**config.mk**
```make
export PLATFORM = sky130hd
export DESIGN_NAME = mem_bus_arbiter
export DESIGN_NICKNAME = d
export VERILOG_FILES = /design/src/rtl/mem_bus_arbiter_pkg.sv /design/src/rtl/mem_bus_arbiter_rr_pick2.sv /design/src/rtl/mem_bus_arbiter.sv
export SDC_FILE = /design/constraint.sdc
export NUM_CORES = 1
export LEC_CHECK = 0
export ABC_AREA = 1
export CAP_MARGIN = 20
export CORE_AREA = 3 3 108 110
export CTS_CLUSTER_DIAMETER = 30
export CTS_CLUSTER_SIZE = 24
export DETAILED_ROUTE_END_ITERATION = 12
export DIE_AREA = 0 0 111 113
export PLACE_DENSITY_LB_ADDON = 0.1
export SETUP_SLACK_MARGIN = 0.5
export SLEW_MARGIN = 40
export SYNTH_ARGS = -nofsm -noshare
export SYNTH_HDL_FRONTEND = slang
export SYNTH_SLANG_ARGS = --single-unit
```
**constraint.sdc**
```tcl
create_clock -name sys_clk -period 1.9 [get_ports sys_clk]
set_clock_uncertainty 0.1 [all_clocks]
set_input_delay 0.285 -clock sys_clk [delete_from_list [all_inputs] [get_ports sys_clk]]
set_output_delay 0.285 -clock sys_clk [all_outputs]
set_load 0.02 [all_outputs]
```
**src/rtl/mem_bus_arbiter_pkg.sv**
```systemverilog
// Shared types and defaults for the two-master memory burst arbiter.
// Owner encoding, FSM states and the burst-length helper live here.
package mem_bus_pkg;

    typedef enum logic {
        OWN_I = 1'b0,
        OWN_D = 1'b1
    } owner_t;

    typedef enum logic [2:0] {
        IDLE  = 3'd0,
        ADDR  = 3'd1,
        RDATA = 3'd2,
        WDATA = 3'd3,
        DONE  = 3'd4
    } arb_state_t;

    localparam int DEF_READ_BURST_LEN  = 8;
    localparam int DEF_WRITE_BURST_LEN = 8;

    function automatic int max2(input int a, input int b);
        return (a > b) ? a : b;
    endfunction

endpackage

```
**src/rtl/mem_bus_arbiter_rr_pick2.sv**
```systemverilog
// Two-way round-robin picker: a lone requester wins; on a tie the master
// that did not own the previous burst wins.
module rr_pick2
    import mem_bus_pkg::*;
(
    input  logic [1:0] req_i,
    input  owner_t     last_owner_i,
    output owner_t     winner_o
);

    always_comb begin
        winner_o = OWN_I;
        case (req_i)
            2'b01:   winner_o = OWN_I;
            2'b10:   winner_o = OWN_D;
            2'b11:   winner_o = (last_owner_i == OWN_I) ? OWN_D : OWN_I;
            default: winner_o = OWN_I;
        endcase
    end

endmodule

```
**src/rtl/mem_bus_arbiter.sv**
```systemverilog
// Burst arbiter sharing one system-memory port between the instruction-refill
// and data paths; the owner is locked from address phase through completion.
module mem_bus_arbiter
    import mem_bus_pkg::*;
#(
    parameter int ADDR_WIDTH      = 32,
    parameter int DATA_WIDTH      = 32,
    parameter int READ_BURST_LEN  = DEF_READ_BURST_LEN,
    parameter int WRITE_BURST_LEN = DEF_WRITE_BURST_LEN,
    localparam int CNT_W          = $clog2(max2(READ_BURST_LEN, WRITE_BURST_LEN))
) (
    input  logic                  sys_clk,
    input  logic                  sys_rst_n,
    input  logic                  i_req,
    input  logic [ADDR_WIDTH-1:0] i_addr,
    output logic                  i_gnt,
    output logic                  i_rvalid,
    output logic [DATA_WIDTH-1:0] i_rdata,
    output logic                  i_done,
    input  logic                  d_req,
    input  logic                  d_we,
    input  logic [ADDR_WIDTH-1:0] d_addr,
    input  logic [DATA_WIDTH-1:0] d_wdata,
    output logic                  d_wnext,
    output logic                  d_gnt,
    output logic                  d_rvalid,
    output logic [DATA_WIDTH-1:0] d_rdata,
    output logic                  d_done,
    output logic                  mem_req,
    output logic                  mem_we,
    output logic [ADDR_WIDTH-1:0] mem_addr,
    input  logic                  mem_ack,
    output logic                  mem_wvalid,
    output logic [DATA_WIDTH-1:0] mem_wdata,
    input  logic                  mem_wready,
    input  logic                  mem_rvalid,
    input  logic [DATA_WIDTH-1:0] mem_rdata,
    output arb_state_t            dbg_state_o,
    output logic [CNT_W-1:0]      dbg_beat_cnt_o
);

    localparam logic [CNT_W-1:0] RD_LAST = CNT_W'(READ_BURST_LEN - 1);
    localparam logic [CNT_W-1:0] WR_LAST = CNT_W'(WRITE_BURST_LEN - 1);

    // Handshakes: mem_req holds until mem_ack; a read beat moves on
    // mem_rvalid alone; a write beat moves when mem_wvalid && mem_wready.
    arb_state_t            state_q;
    owner_t                owner_q;
    owner_t                last_owner_q;
    owner_t                winner;
    logic [ADDR_WIDTH-1:0] addr_q;
    logic                  we_q;
    logic [CNT_W-1:0]      beat_cnt_q;
    logic                  mem_req_q;
    logic                  i_done_q;
    logic                  d_done_q;

    rr_pick2 u_pick (
        .req_i        ({d_req, i_req}),
        .last_owner_i (last_owner_q),
        .winner_o     (winner)
    );

    always_ff @(posedge sys_clk or negedge sys_rst_n) begin
        if (!sys_rst_n) begin
            state_q      <= IDLE;
            owner_q      <= OWN_I;
            last_owner_q <= OWN_I;
            addr_q       <= '0;
            we_q         <= 1'b0;
            beat_cnt_q   <= '0;
            mem_req_q    <= 1'b0;
            i_done_q     <= 1'b0;
            d_done_q     <= 1'b0;
        end else begin
            i_done_q <= 1'b0;
            d_done_q <= 1'b0;
            case (state_q)
                IDLE: begin
                    if (i_req || d_req) begin
                        owner_q   <= winner;
                        addr_q    <= (winner == OWN_I) ? i_addr : d_addr;
                        we_q      <= (winner == OWN_D) && d_we;
                        mem_req_q <= 1'b1;
                        state_q   <= ADDR;
                    end
                end
                ADDR: begin
                    if (mem_ack) begin
                        mem_req_q  <= 1'b0;
                        beat_cnt_q <= '0;
                        state_q    <= we_q ? WDATA : RDATA;
                    end
                end
                RDATA: begin
                    if (mem_rvalid) begin
                        beat_cnt_q <= beat_cnt_q + CNT_W'(1);
                        if (beat_cnt_q == RD_LAST) begin
                            state_q  <= DONE;
                            i_done_q <= (owner_q == OWN_I);
                            d_done_q <= (owner_q == OWN_D);
                        end
                    end
                end
                WDATA: begin
                    if (mem_wready) begin
                        beat_cnt_q <= beat_cnt_q + CNT_W'(1);
                        if (beat_cnt_q == WR_LAST) begin
                            state_q  <= DONE;
                            i_done_q <= (owner_q == OWN_I);
                            d_done_q <= (owner_q == OWN_D);
                        end
                    end
                end
                DONE: begin
                    last_owner_q <= owner_q;
                    state_q      <= IDLE;
                end
                default: state_q <= IDLE;
            endcase
        end
    end

    // Data beats are routed combinationally so no latency is added per beat.
    logic rd_phase;
    logic wr_phase;
    assign rd_phase = (state_q == RDATA);
    assign wr_phase = (state_q == WDATA);

    assign i_gnt    = (state_q != IDLE) && (owner_q == OWN_I);
    assign d_gnt    = (state_q != IDLE) && (owner_q == OWN_D);
    assign i_rvalid = rd_phase && (owner_q == OWN_I) && mem_rvalid;
    assign d_rvalid = rd_phase && (owner_q == OWN_D) && mem_rvalid;
    assign i_rdata  = (rd_phase && (owner_q == OWN_I)) ? mem_rdata : '0;
    assign d_rdata  = (rd_phase && (owner_q == OWN_D)) ? mem_rdata : '0;
    assign i_done   = i_done_q;
    assign d_done   = d_done_q;

    assign mem_req    = mem_req_q;
    assign mem_we     = we_q;
    assign mem_addr   = addr_q;
    assign mem_wvalid = wr_phase;
    assign mem_wdata  = wr_phase ? d_wdata : '0;
    assign d_wnext    = wr_phase && mem_wready;

    assign dbg_state_o    = state_q;
    assign dbg_beat_cnt_o = beat_cnt_q;

endmodule
```
==> run summary <==
Net Sw Frac: 0.477
CP max-delay cell: dfrtp_2
H-Tree Depth: 2
Total gr overflow: 0
Multi-input gate area: 2340 µm²
Critical path's largest stage delay: 0.42 ns
Total wire length: 15.8 mm
Clock Power Share: 0.054
Clk pin slew, worst setup/hold paths: 0.08 ns
Synth warnings: 0
Vias per inst: 4.59
Critical setup path kind: register to primary output
Max rail drop VDD: 0.793 mV
Core Region: 10,800 µm²
Synthesized area: 2860 µm²
Synthesized instance count: 433
Most frequent cells in the layout: clkdlybuf4s50_1, buf_6, nor2_4, inv_1, dfrtp_1
HPWL Detailed: 11.2 mm
Post-route ant nets: 0
Synth Register Bits: 44
Failing checks: negative setup slack
GPL Wtd Cong: 0.935
Xor and xnor area share after synthesis: 0
Simple-Gate Fraction of Synth Area: 0.253
Share of cells above drive strength 1: 0.498
Setup TNS: -0.260 ns
Period utilisation layout: 1.02
Synth Area in Compound Gates: 0.195
Sw power: 5.13 mW
Status: finished, violations left
Port Buffers: 279
Clk Latency, worst-skew pair: 0.30 ns
Final worst slack: -0.0303 ns
Finished Layout Cells: 905
CP delay by family, top: buffers and inverters
Tightest Pin Transition: 0.585 ns
Fmax: 518 MHz
Min cycle time layout: 1.93 ns
Fillers: 822
Maximum Capacitance Violations: 0
Pin count of the biggest net entering global routing: 35
Comb pwr share: 0.794
Num rows: 38
Post-synthesis adder-cell area fraction: 0.00875
Diode count: 0
Routed length per placed instance: 17.5 µm
GRT Resource Usage Total: 0.232
CP endpoint kind: primary output
Total CTS buffers: 5
R2R cell count: 10
Pre-Repair DR Iteration Count: 4
Pre-CTS setup slack: -0.179 ns
Clock Sinks: 44
Root Driver: clkbuf_8
Initial core utilization: 0.265
Critical path buffers and inverters: 4
R2R Setup Slk: 0.07 ns
PD cells: 1380 nW/µm²
Final Setup Violations: 25
Synth-to-layout area growth: 172%
Placed Cells: 861
# IOs: 280
Vias in the first global route: 4,190
CP max FO: 8
Clk buf depth: 2
Die area: 12,500 µm²
Slew Limit Headroom: 0.610
TritonCTS clock tree: done
Crit path DAT: 1.55 ns
Power share of the sequential group: 0.152
Final hold violation count: 0
Die width: 111 µm
Number of remaining DRC errors: 0
Worst-path cell chain: inv_2 > nand3_4 > inv_6 > nand2_8 > buf_16 > nor2_4 > buf_6
Fin. max-slew vios: 0
Proportion of synthesized area in mux cells: 0
Worst r2r src: dbg_state_o[0]
R2R Path End: mem_addr[29]
RSZ-0062 raised after global routing: yes
Via count: 4,155
Syn Nets: 571
Avg Cell Area, Syn: 6.61 µm²
Initial antenna violation count: 0
Startpoint types: register
First-pass GRT wire length: 23.2 mm
Static Leak: 3.44 nW
Die height: 113 µm
Hold Path Class: input pin to asynchronous set/reset pin
Layout Utilization: 0.722
Largest family of logic cells by synthesized area: simple AND/OR/NAND/NOR gates
Most common cell after layout, fill and taps aside: clkdlybuf4s50_1
Register area: 1100 µm²
Internal: 5.62 mW
Sequential fraction of the synthesis area: 0.385
Iter 0 DRT Violations: 202
Final nets: 902
Distinct cells, synth: 25
Worst EP required: 1.51 ns
==> power by group through the flow <==
stage	clock, mW	combinational, mW	sequential [mW]
2_1_floorplan	0	3.20	2.17
3_3_place_gp	0	6.59	1.60
3_5_place_dp	0	6.66	1.63
4_1_cts	0.589	7.60	1.61
5_1_grt	0.623	9.04	1.69
6_report	0.581	8.53	1.64
==> cells in the mapped netlist, drive strengths merged <==
cell	n	share of area
nor2	142	0.20
o21ai	104	0.19
inv	81	0.11
dfrtp	44	0.38
nand2	23	0.038
buf	15	0.039
clkbuf	9	0.013
nand3	6	0.010
a21oi	2	0.0035
a31oi	2	0.0044
ha	2	0.0087
nor3	2	0.0035
or2	1	0.0022
==> timing repair <==
item / in CTS / in global routing
pin swaps: 21 / 29
endpoints found under the setup margin: 184 / 181
setup buffers: 11 / 14
gates cloned: 6 / 4
hold buffers: 1 / 0
hold endpoints to repair: 18 / 0
resized for setup: 736 / 129
==> layout make-up <==
type                            count  area share
Clock buffer                        7     0.00979
Clock inverter                      1    0.000642
Inverter                           81      0.0419
Multi-Input combinational cell    284       0.300
Sequential cell                    44       0.142
Tap cell                          140      0.0225
Timing Repair Buffer              347       0.483
Timing Repair inverter              1    0.000481
==> worst max-delay path by stage <==
stage / start / end / cells after the start
6_report: dbg_state_o[0] / i_rdata[31] / 7
5_1_grt: dbg_state_o[0] / i_rdata[31] / 7
4_1_cts: dbg_state_o[2] / mem_wdata[28] / 6
3_5_place_dp: dbg_state_o[0] / d_rvalid / 7
3_3_place_gp: dbg_state_o[0] / i_rdata[24] / 7
2_1_floorplan: dbg_state_o[0] / mem_wdata[11] / 5
==> flip-flops by register name, summed over array words and instances, names as in the netlist <==
register        count
dbg_state_o         3
last_owner_q        1
dbg_beat_cnt_o      3
owner_q             1
d_done              1
i_done              1
mem_addr           32
mem_we              1
mem_req             1
==> kinds of logic (layout without fill, tap and decap cells) <==
kind of cell | after synthesis | in the layout
AND/OR/NAND/NOR | 174 | 174
adder cells (fa/ha/maj) | 2 | 2
AO/OA/AOI/OAI | 108 | 108
flip-flops | 44 | 44
buffers and inverters | 105 | 437
==> metal layers <==
metal | vias up | track usage | share of wire
met2 | 163 | 0.451 | 0.56
li1 | 1992 | - | -
met3 | 24 | 0.0599 | 0.072
met4 | 0 | 0.0690 | 0.026
met1 | 1976 | 0.245 | 0.34
met5 | - | 0 | 0
==> through the flow <==
| step | power (mW) | hold slack [ns] | cell area, µm² |
|---|---|---|---|
| after floorplan | 5.37 | -0.111 | 3630 |
| after global placement | 8.19 | 0.148 | 6720 |
| after detailed placement | 8.29 | 0.150 | 6720 |
| after CTS | 9.80 | 0.361 | 7320 |
| after global routing | 11.3 | 0.403 | 7800 |
| final | 10.8 | 0.347 | 7800 |
No activity file was read; power rests on OpenSTA's default activity.
